## config.mk

```make
export PLATFORM = sky130hd
export DESIGN_NAME = tx_encoder
export DESIGN_NICKNAME = d
export VERILOG_FILES = /design/src/rtl/pcs_pkg.sv /design/src/rtl/encoder_comparator.sv /design/src/rtl/tx_encoder.sv
export SDC_FILE = /design/constraint.sdc
export NUM_CORES = 1
export LEC_CHECK = 0
export BUFFER_PORTS_ARGS = -buffer_cell sky130_fd_sc_hd__clkbuf_2
export CORE_UTILIZATION = 35
export CTS_CLUSTER_DIAMETER = 120
export DETAILED_ROUTE_END_ITERATION = 8
export GPL_ROUTABILITY_DRIVEN = 1
export PLACE_DENSITY = 0.62
export SKIP_LAST_GASP = 1
export SLEW_MARGIN = 20
export SYNTH_ARGS = -nofsm -noshare
export SYNTH_HDL_FRONTEND = slang
export SYNTH_HIERARCHICAL = 1
export SYNTH_SLANG_ARGS = --single-unit
```

## constraint.sdc

```tcl
create_clock -name i_clock -period 5 [get_ports i_clock]
set_clock_uncertainty 0.05 [all_clocks]
set_input_delay 1 -clock i_clock [delete_from_list [all_inputs] [get_ports i_clock]]
set_output_delay 1 -clock i_clock [all_outputs]
set_load 0.01 [all_outputs]
```

## src/rtl/pcs_pkg.sv

```systemverilog
// Shared 64b/66b PCS definitions for the 100GBASE-R transmit encoder and receive decoder.
package pcs_pkg;

  localparam int LEN_CODED_BLOCK = 66;
  localparam int LEN_TX_DATA     = 64;
  localparam int LEN_TX_CTRL     = 8;
  localparam int LEN_RX_DATA     = 64;
  localparam int LEN_RX_CTRL     = 8;

  // CGMII control characters
  localparam logic [7:0] CGMII_START     = 8'hFB;
  localparam logic [7:0] CGMII_TERMINATE = 8'hFD;
  localparam logic [7:0] CGMII_IDLE      = 8'h07;
  localparam logic [7:0] CGMII_ERROR     = 8'hFE;
  localparam logic [7:0] CGMII_SEQ       = 8'h9C;
  localparam logic [7:0] CGMII_SIG       = 8'h5C;

  // PCS 7-bit control characters and ordered-set codes
  localparam logic [6:0] PCS_IDLE  = 7'h00;
  localparam logic [6:0] PCS_ERROR = 7'h1E;
  localparam logic [3:0] O_SEQ     = 4'h0;
  localparam logic [3:0] O_SIG     = 4'hF;

  // Sync headers
  localparam logic [1:0] SH_DATA = 2'b01;
  localparam logic [1:0] SH_CTRL = 2'b10;

  // Block type field values
  localparam logic [7:0] BT_C  = 8'h1E;
  localparam logic [7:0] BT_O  = 8'h4B;
  localparam logic [7:0] BT_S  = 8'h78;
  localparam logic [7:0] BT_T0 = 8'h87;
  localparam logic [7:0] BT_T1 = 8'h99;
  localparam logic [7:0] BT_T2 = 8'hAA;
  localparam logic [7:0] BT_T3 = 8'hB4;
  localparam logic [7:0] BT_T4 = 8'hCC;
  localparam logic [7:0] BT_T5 = 8'hD2;
  localparam logic [7:0] BT_T6 = 8'hE1;
  localparam logic [7:0] BT_T7 = 8'hFF;

  // Control-flag masks shared by both directions (bit 7 is lane 0)
  localparam logic [7:0] CTRL_ALL_DATA = 8'h00;
  localparam logic [7:0] CTRL_ALL_CTRL = 8'hFF;
  localparam logic [7:0] CTRL_LANE0    = 8'h80;

  // Block classification as {D,S,C,T}; all zero means error
  localparam logic [3:0] TX_TYPE_D = 4'b1000;
  localparam logic [3:0] TX_TYPE_S = 4'b0100;
  localparam logic [3:0] TX_TYPE_C = 4'b0010;
  localparam logic [3:0] TX_TYPE_T = 4'b0001;
  localparam logic [3:0] TX_TYPE_E = 4'b0000;

  // Fixed blocks
  localparam logic [65:0] IDLE_BLOCK = {SH_CTRL, BT_C, 56'h0};
  localparam logic [65:0] EBLOCK     = {SH_CTRL, BT_C, {8{PCS_ERROR}}};

  typedef enum logic [2:0] {TX_INIT, TX_C, TX_D, TX_T, TX_E} tx_state_t;
  typedef enum logic [2:0] {RX_INIT, RX_C, RX_D, RX_T, RX_E} rx_state_t;

  // True for the CGMII characters allowed after a terminate or in an idle word
  function automatic logic is_idle_char(input logic [7:0] c);
    return (c == CGMII_IDLE) || (c == CGMII_ERROR);
  endfunction

  // Maps an idle/error CGMII character onto its 7-bit PCS form
  function automatic logic [6:0] cgmii_to_pcs(input logic [7:0] c);
    return (c == CGMII_ERROR) ? PCS_ERROR : PCS_IDLE;
  endfunction

  // Block type for a terminate in lane k
  function automatic logic [7:0] term_block_type(input logic [2:0] k);
    logic [7:0] bt;
    case (k)
      3'd0:    bt = BT_T0;
      3'd1:    bt = BT_T1;
      3'd2:    bt = BT_T2;
      3'd3:    bt = BT_T3;
      3'd4:    bt = BT_T4;
      3'd5:    bt = BT_T5;
      3'd6:    bt = BT_T6;
      default: bt = BT_T7;
    endcase
    return bt;
  endfunction

endpackage

```

## src/rtl/encoder_comparator.sv

```systemverilog
// Combinational word classifier and candidate 66-bit block builder for the transmit encoder.
module encoder_comparator
  import pcs_pkg::*;
(
  input  logic [LEN_TX_DATA-1:0]     tx_data,
  input  logic [LEN_TX_CTRL-1:0]     tx_ctrl,
  output logic [3:0]                 t_type,
  output logic [LEN_CODED_BLOCK-1:0] tx_block
);

  logic [7:0] lane [8];
  logic [7:0] lane_idle;
  logic       term_hit;
  logic [2:0] term_pos;
  logic [55:0] payload;

  // Split the word into lanes (lane 0 is the most significant byte) and flag idle/error lanes
  always_comb begin
    for (int i = 0; i < 8; i++) begin
      lane[i]      = tx_data[63-8*i -: 8];
      lane_idle[i] = is_idle_char(lane[i]);
    end
  end

  // Look for a legal terminate: ctrl = FF>>k, FD in lane k, only idle/error lanes after it
  always_comb begin
    logic tail_ok;
    term_hit = 1'b0;
    term_pos = '0;
    tail_ok  = 1'b1;
    for (int k = 0; k < 8; k++) begin
      tail_ok = 1'b1;
      for (int j = 0; j < 8; j++) begin
        if (j > k) tail_ok = tail_ok & lane_idle[j];
      end
      if ((tx_ctrl == (8'hFF >> k)) && (lane[k] == CGMII_TERMINATE) && tail_ok) begin
        term_hit = 1'b1;
        term_pos = 3'(k);
      end
    end
  end

  // Classify the word and assemble the block it would encode to if the FSM accepts it
  always_comb begin
    t_type   = TX_TYPE_E;
    tx_block = EBLOCK;
    payload  = '0;
    if (tx_ctrl == CTRL_ALL_DATA) begin
      t_type   = TX_TYPE_D;
      tx_block = {SH_DATA, tx_data};
    end else if ((tx_ctrl == CTRL_LANE0) && (lane[0] == CGMII_START)) begin
      t_type   = TX_TYPE_S;
      tx_block = {SH_CTRL, BT_S, tx_data[55:0]};
    end else if ((tx_ctrl == CTRL_LANE0) &&
                 ((lane[0] == CGMII_SEQ) || (lane[0] == CGMII_SIG))) begin
      t_type   = TX_TYPE_C;
      tx_block = {SH_CTRL, BT_O, tx_data[55:32],
                  (lane[0] == CGMII_SEQ) ? O_SEQ : O_SIG, 28'h0};
    end else if ((tx_ctrl == CTRL_ALL_CTRL) && (&lane_idle)) begin
      for (int i = 0; i < 8; i++) begin
        payload[(7-i)*7 +: 7] = cgmii_to_pcs(lane[i]);
      end
      t_type   = TX_TYPE_C;
      tx_block = {SH_CTRL, BT_C, payload};
    end else if (term_hit) begin
      for (int i = 0; i < 8; i++) begin
        if (i < int'(term_pos)) begin
          payload[55-8*i -: 8] = lane[i];
        end else if (i > int'(term_pos)) begin
          payload[(7-i)*7 +: 7] = cgmii_to_pcs(lane[i]);
        end
      end
      t_type   = TX_TYPE_T;
      tx_block = {SH_CTRL, term_block_type(term_pos), payload};
    end
  end

endmodule

```

## src/rtl/tx_encoder.sv

```systemverilog
// 64b/66b transmit encoder: block sequencing FSM, error-block override and registered outputs.
module tx_encoder
  import pcs_pkg::*;
(
  input  logic                       i_clock,
  input  logic                       i_reset,
  input  logic                       i_enable,
  input  logic [LEN_TX_DATA-1:0]     i_tx_data,
  input  logic [LEN_TX_CTRL-1:0]     i_tx_ctrl,
  output logic [LEN_CODED_BLOCK-1:0] o_tx_coded,
  output logic [3:0]                 o_tx_type
);

  tx_state_t                  state;
  tx_state_t                  next_state;
  logic [3:0]                 word_type;
  logic [LEN_CODED_BLOCK-1:0] word_block;
  logic [LEN_CODED_BLOCK-1:0] next_coded;
  logic [3:0]                 next_type;

  encoder_comparator u_comparator (
    .tx_data  (i_tx_data),
    .tx_ctrl  (i_tx_ctrl),
    .t_type   (word_type),
    .tx_block (word_block)
  );

  // Choose the next state from the word class; anything landing in TX_E emits the error block
  always_comb begin
    next_state = state;
    next_coded = word_block;
    next_type  = word_type;
    case (state)
      TX_INIT, TX_C, TX_T: begin
        if (word_type == TX_TYPE_C)      next_state = TX_C;
        else if (word_type == TX_TYPE_S) next_state = TX_D;
        else                             next_state = TX_E;
      end
      TX_D: begin
        if (word_type == TX_TYPE_D)      next_state = TX_D;
        else if (word_type == TX_TYPE_T) next_state = TX_T;
        else                             next_state = TX_E;
      end
      TX_E: begin
        if (word_type == TX_TYPE_C)      next_state = TX_C;
        else if (word_type == TX_TYPE_D) next_state = TX_D;
        else if (word_type == TX_TYPE_T) next_state = TX_T;
        else                             next_state = TX_E;
      end
      default: next_state = TX_E;
    endcase
    if (next_state == TX_E) begin
      next_coded = EBLOCK;
      next_type  = TX_TYPE_E;
    end
  end

  // Register state and outputs; a low enable freezes everything
  always_ff @(posedge i_clock) begin
    if (i_reset) begin
      state      <= TX_INIT;
      o_tx_coded <= IDLE_BLOCK;
      o_tx_type  <= TX_TYPE_C;
    end else if (i_enable) begin
      state      <= next_state;
      o_tx_coded <= next_coded;
      o_tx_type  <= next_type;
    end
  end

endmodule

```

==> reports/qor.csv <==
stage;metric;value;unit
detailed_routing;Initial DRT Pass Iterations;6;
grt;vias in the first global route;5147;
clock_tree;Reg clk slew, reported paths;60;ps
timing;Max Clock Freq;0.238;GHz
grt;initial antenna violation count;0;
timing;Setup-failing EPs final;0;
synthesis;Mapped Cells;642;
critical_path;worst setup path class;primary input to flip-flop;
detailed_routing;total length of routed wires;17600;um
clock_tree;CTS sink count;73;
synthesis;asr flop ratio synth;0;
timing;Worst-Margin Slew;900;ps
grt;grt ovf;0;
critical_path;WP data required;5130;ps
detailed_routing;routed wire length per instance;18.4;um
timing;RSZ-0062 raised after global routing;no;
clock_tree;number of hold buffers added after cts;0;
synthesis;top cells by area, synth;dfxtp_1, a211oi_1, a22o_1;
power;Pleak;2.96;nW
finish;Filler cells;1505;
synthesis;Synth Net Count;720;
floorplanning;# IOs;145;
critical_path;crit start category;primary input;
detailed_routing;Via Count;5624;
floorplanning;Die Area;14800;um^2
synthesis;Yosys cell types;81;
place;GPL Wtd Cong;0.938;
synthesis;Post-synth EDFFs;0;
critical_path;crit end category;flip-flop;
finish;layout cells sized above 1;0.286;
power;maximum vdd drop;0.148;mV
synthesis;area leader, netlist;dfxtp_1;
clock_tree;CTS root buf;clkbuf_16;
floorplanning;Die Y;121;um
place;Place WS;560;ps
synthesis;register area share after synthesis;0.292;
run_status;status;complete, no violations;
timing;slew margin rel.;0.400;
clock_tree;CTS resizes;0;
synthesis;Mapped Area;5000;um^2
clock_tree;CTS tree;yes;
power;Pwr Density;240;nW/um^2
finish;number of diodes;0;
timing;setup_tns;0;ps
detailed_routing;post-route ant nets;0;
clock_tree;Max Root-Sink Buffers;2;
worst_hold_path;Hold Path Class;flip-flop to flip-flop;
place;Post-DP HPWL;13600;um
clock_tree;H-tree depth;3;
synthesis;main flop type after synthesis;dfxtp_1;
grt;global-route wire length before repair;27600;um
detailed_routing;Vias/cell;5.86;
critical_path;CP Max Fanout;29;
critical_path;critical path arrival;4320;ps
floorplanning;core area;13900;um^2
detailed_routing;DRC;0;
floorplanning;FP Rows;43;
synthesis;Synth Register Bits;73;
synthesis;syn avg cell area;7.78;um^2
detailed_routing;DRT iter0 DRCs;539;
timing;fin. max-slew vios;0;
run;maxcap violations;0;
timing;Final Hold Viols;0;
floorplanning;Initial Util;0.360;
clock_tree;CTS buffer count;9;
timing;crit path time final;4190;ps
place;port bufs;144;
synthesis;yosys warns;6;
finish;Post-layout nets;852;
grt;overall routing resource usage;0.240;
timing;fin crit share;0.839;
floorplanning;die width;121;um
timing;worst setup margin;806;ps
clock_tree;setup bufs post-CTS;0;
synthesis;Yosys top cell area share;0.292;
finish;area grow syn2layout;24.4;%
grt;largest net degree at the start of global routing;41;
clock_tree;clk_lat worst skew;340;ps
cell families (layout without fill, tap and decap cells):
family	after synthesis	in the layout	share of synthesized area
flops	73	73	0.292
compound gates	222	222	0.342
buf+inv	86	223	0.0731
simple gates	254	254	0.278
fa+ha+maj	3	3	0.00751
xor+xnor	4	4	0.00701
path summary, 6_finish.rpt:
check,to,start,slack (ps),cells after the start
worst max register to register,o_tx_coded[3],state[2],3030,5
worst min-delay path,o_tx_type[2],o_tx_type[2],430,2
worst max-delay path,o_tx_coded[3],i_tx_ctrl[2],810,11
worst min register to register,o_tx_type[2],o_tx_type[2],430,2
synthesized netlist by cell type, types with 4 or more instances:
| library cell | n |
|---|---|
| a22o_2 | 25 |
| a22o_1 | 31 |
| o211ai_1 | 6 |
| and2_1 | 5 |
| clkbuf_1 | 22 |
| nand4b_1 | 5 |
| o21ai_0 | 29 |
| or4_1 | 4 |
| nand4_1 | 8 |
| or3_1 | 8 |
| a21oi_1 | 32 |
| nand2_1 | 52 |
| nor3b_1 | 4 |
| inv_1 | 51 |
| buf_2 | 6 |
| nor2_1 | 67 |
| a211oi_1 | 45 |
| nand2b_1 | 6 |
| nor3_1 | 14 |
| dfxtp_1 | 73 |
| buf_6 | 4 |
| or2_2 | 6 |
| a21o_1 | 7 |
| and3_1 | 9 |
| and4_1 | 4 |
| a221o_1 | 9 |
| nor4_1 | 11 |
| nor4b_1 | 6 |
| nand3_1 | 16 |
layout make-up:
class | instances | area (um^2) | area share
repair buffers | 156 | 836 | 0.134
inverters | 51 | 191 | 0.0308
clock buffers | 11 | 233 | 0.0374
flip-flops and latches | 73 | 1460 | 0.235
clock inverters | 5 | 80.1 | 0.0129
well taps | 180 | 225 | 0.0362
multi-input cells | 483 | 3190 | 0.513
per-layer routing:
metal  share of wire  track usage  vias up  wire length, um
met5               0            0        -                0
met4           0.031        0.105        0              541
met3           0.071       0.0479       47             1250
met2            0.43        0.358      257             7590
met1            0.47        0.331     2631             8220
li1                -            -     2689                -
where the power goes:
part | total (mW) | leakage [nW] | switching (mW) | internal (mW)
combinational | 0.187 | 2.22 | 0.119 | 0.0685
sequential | 0.615 | 0.600 | 0.0121 | 0.603
clock | 0.687 | 0.146 | 0.251 | 0.436
total | 1.49 | 2.96 | 0.382 | 1.11
layout by cell type (no fill, tap or decap), types with 16 or more instances in the layout:
cell      count
a22o_1       31
a22o_2       25
dfxtp_1      73
clkbuf_2    144
nand3_1      16
nor2_1       66
nand2_1      52
o21ai_0      29
inv_1        51
a211oi_1     45
a21oi_1      32
metrics by stage:
stage | cells | instance area [um^2] | hold WS (ps) | power, mW | util
finish | 959 | 6220 | 428 | 1.49 | 0.448
global placement | 943 | 5900 | 412 | 0.812 | 0.425
detailed placement | 943 | 5900 | 411 | 0.813 | 0.425
global route | 959 | 6220 | 440 | 1.55 | 0.448
CTS | 959 | 6220 | 430 | 1.50 | 0.448
floorplan | 642 | 5000 | 437 | 0.708 | -
critical path: stages:
cell	delay, ps
clkbuf_2	110
or4_1	630
nor4_1	450
nand2_1	190
or3b_1	470
nand2_1	250
nor4b_1	270
o21ai_1	200
a211oi_4	400
buf_12	230
a211oi_1	90
state kept, by name, indices dropped and copies added, names as in the netlist:
name / flops
o_tx_coded: 66
o_tx_type: 4
state: 3
No activity file was read; power rests on OpenSTA's default activity.
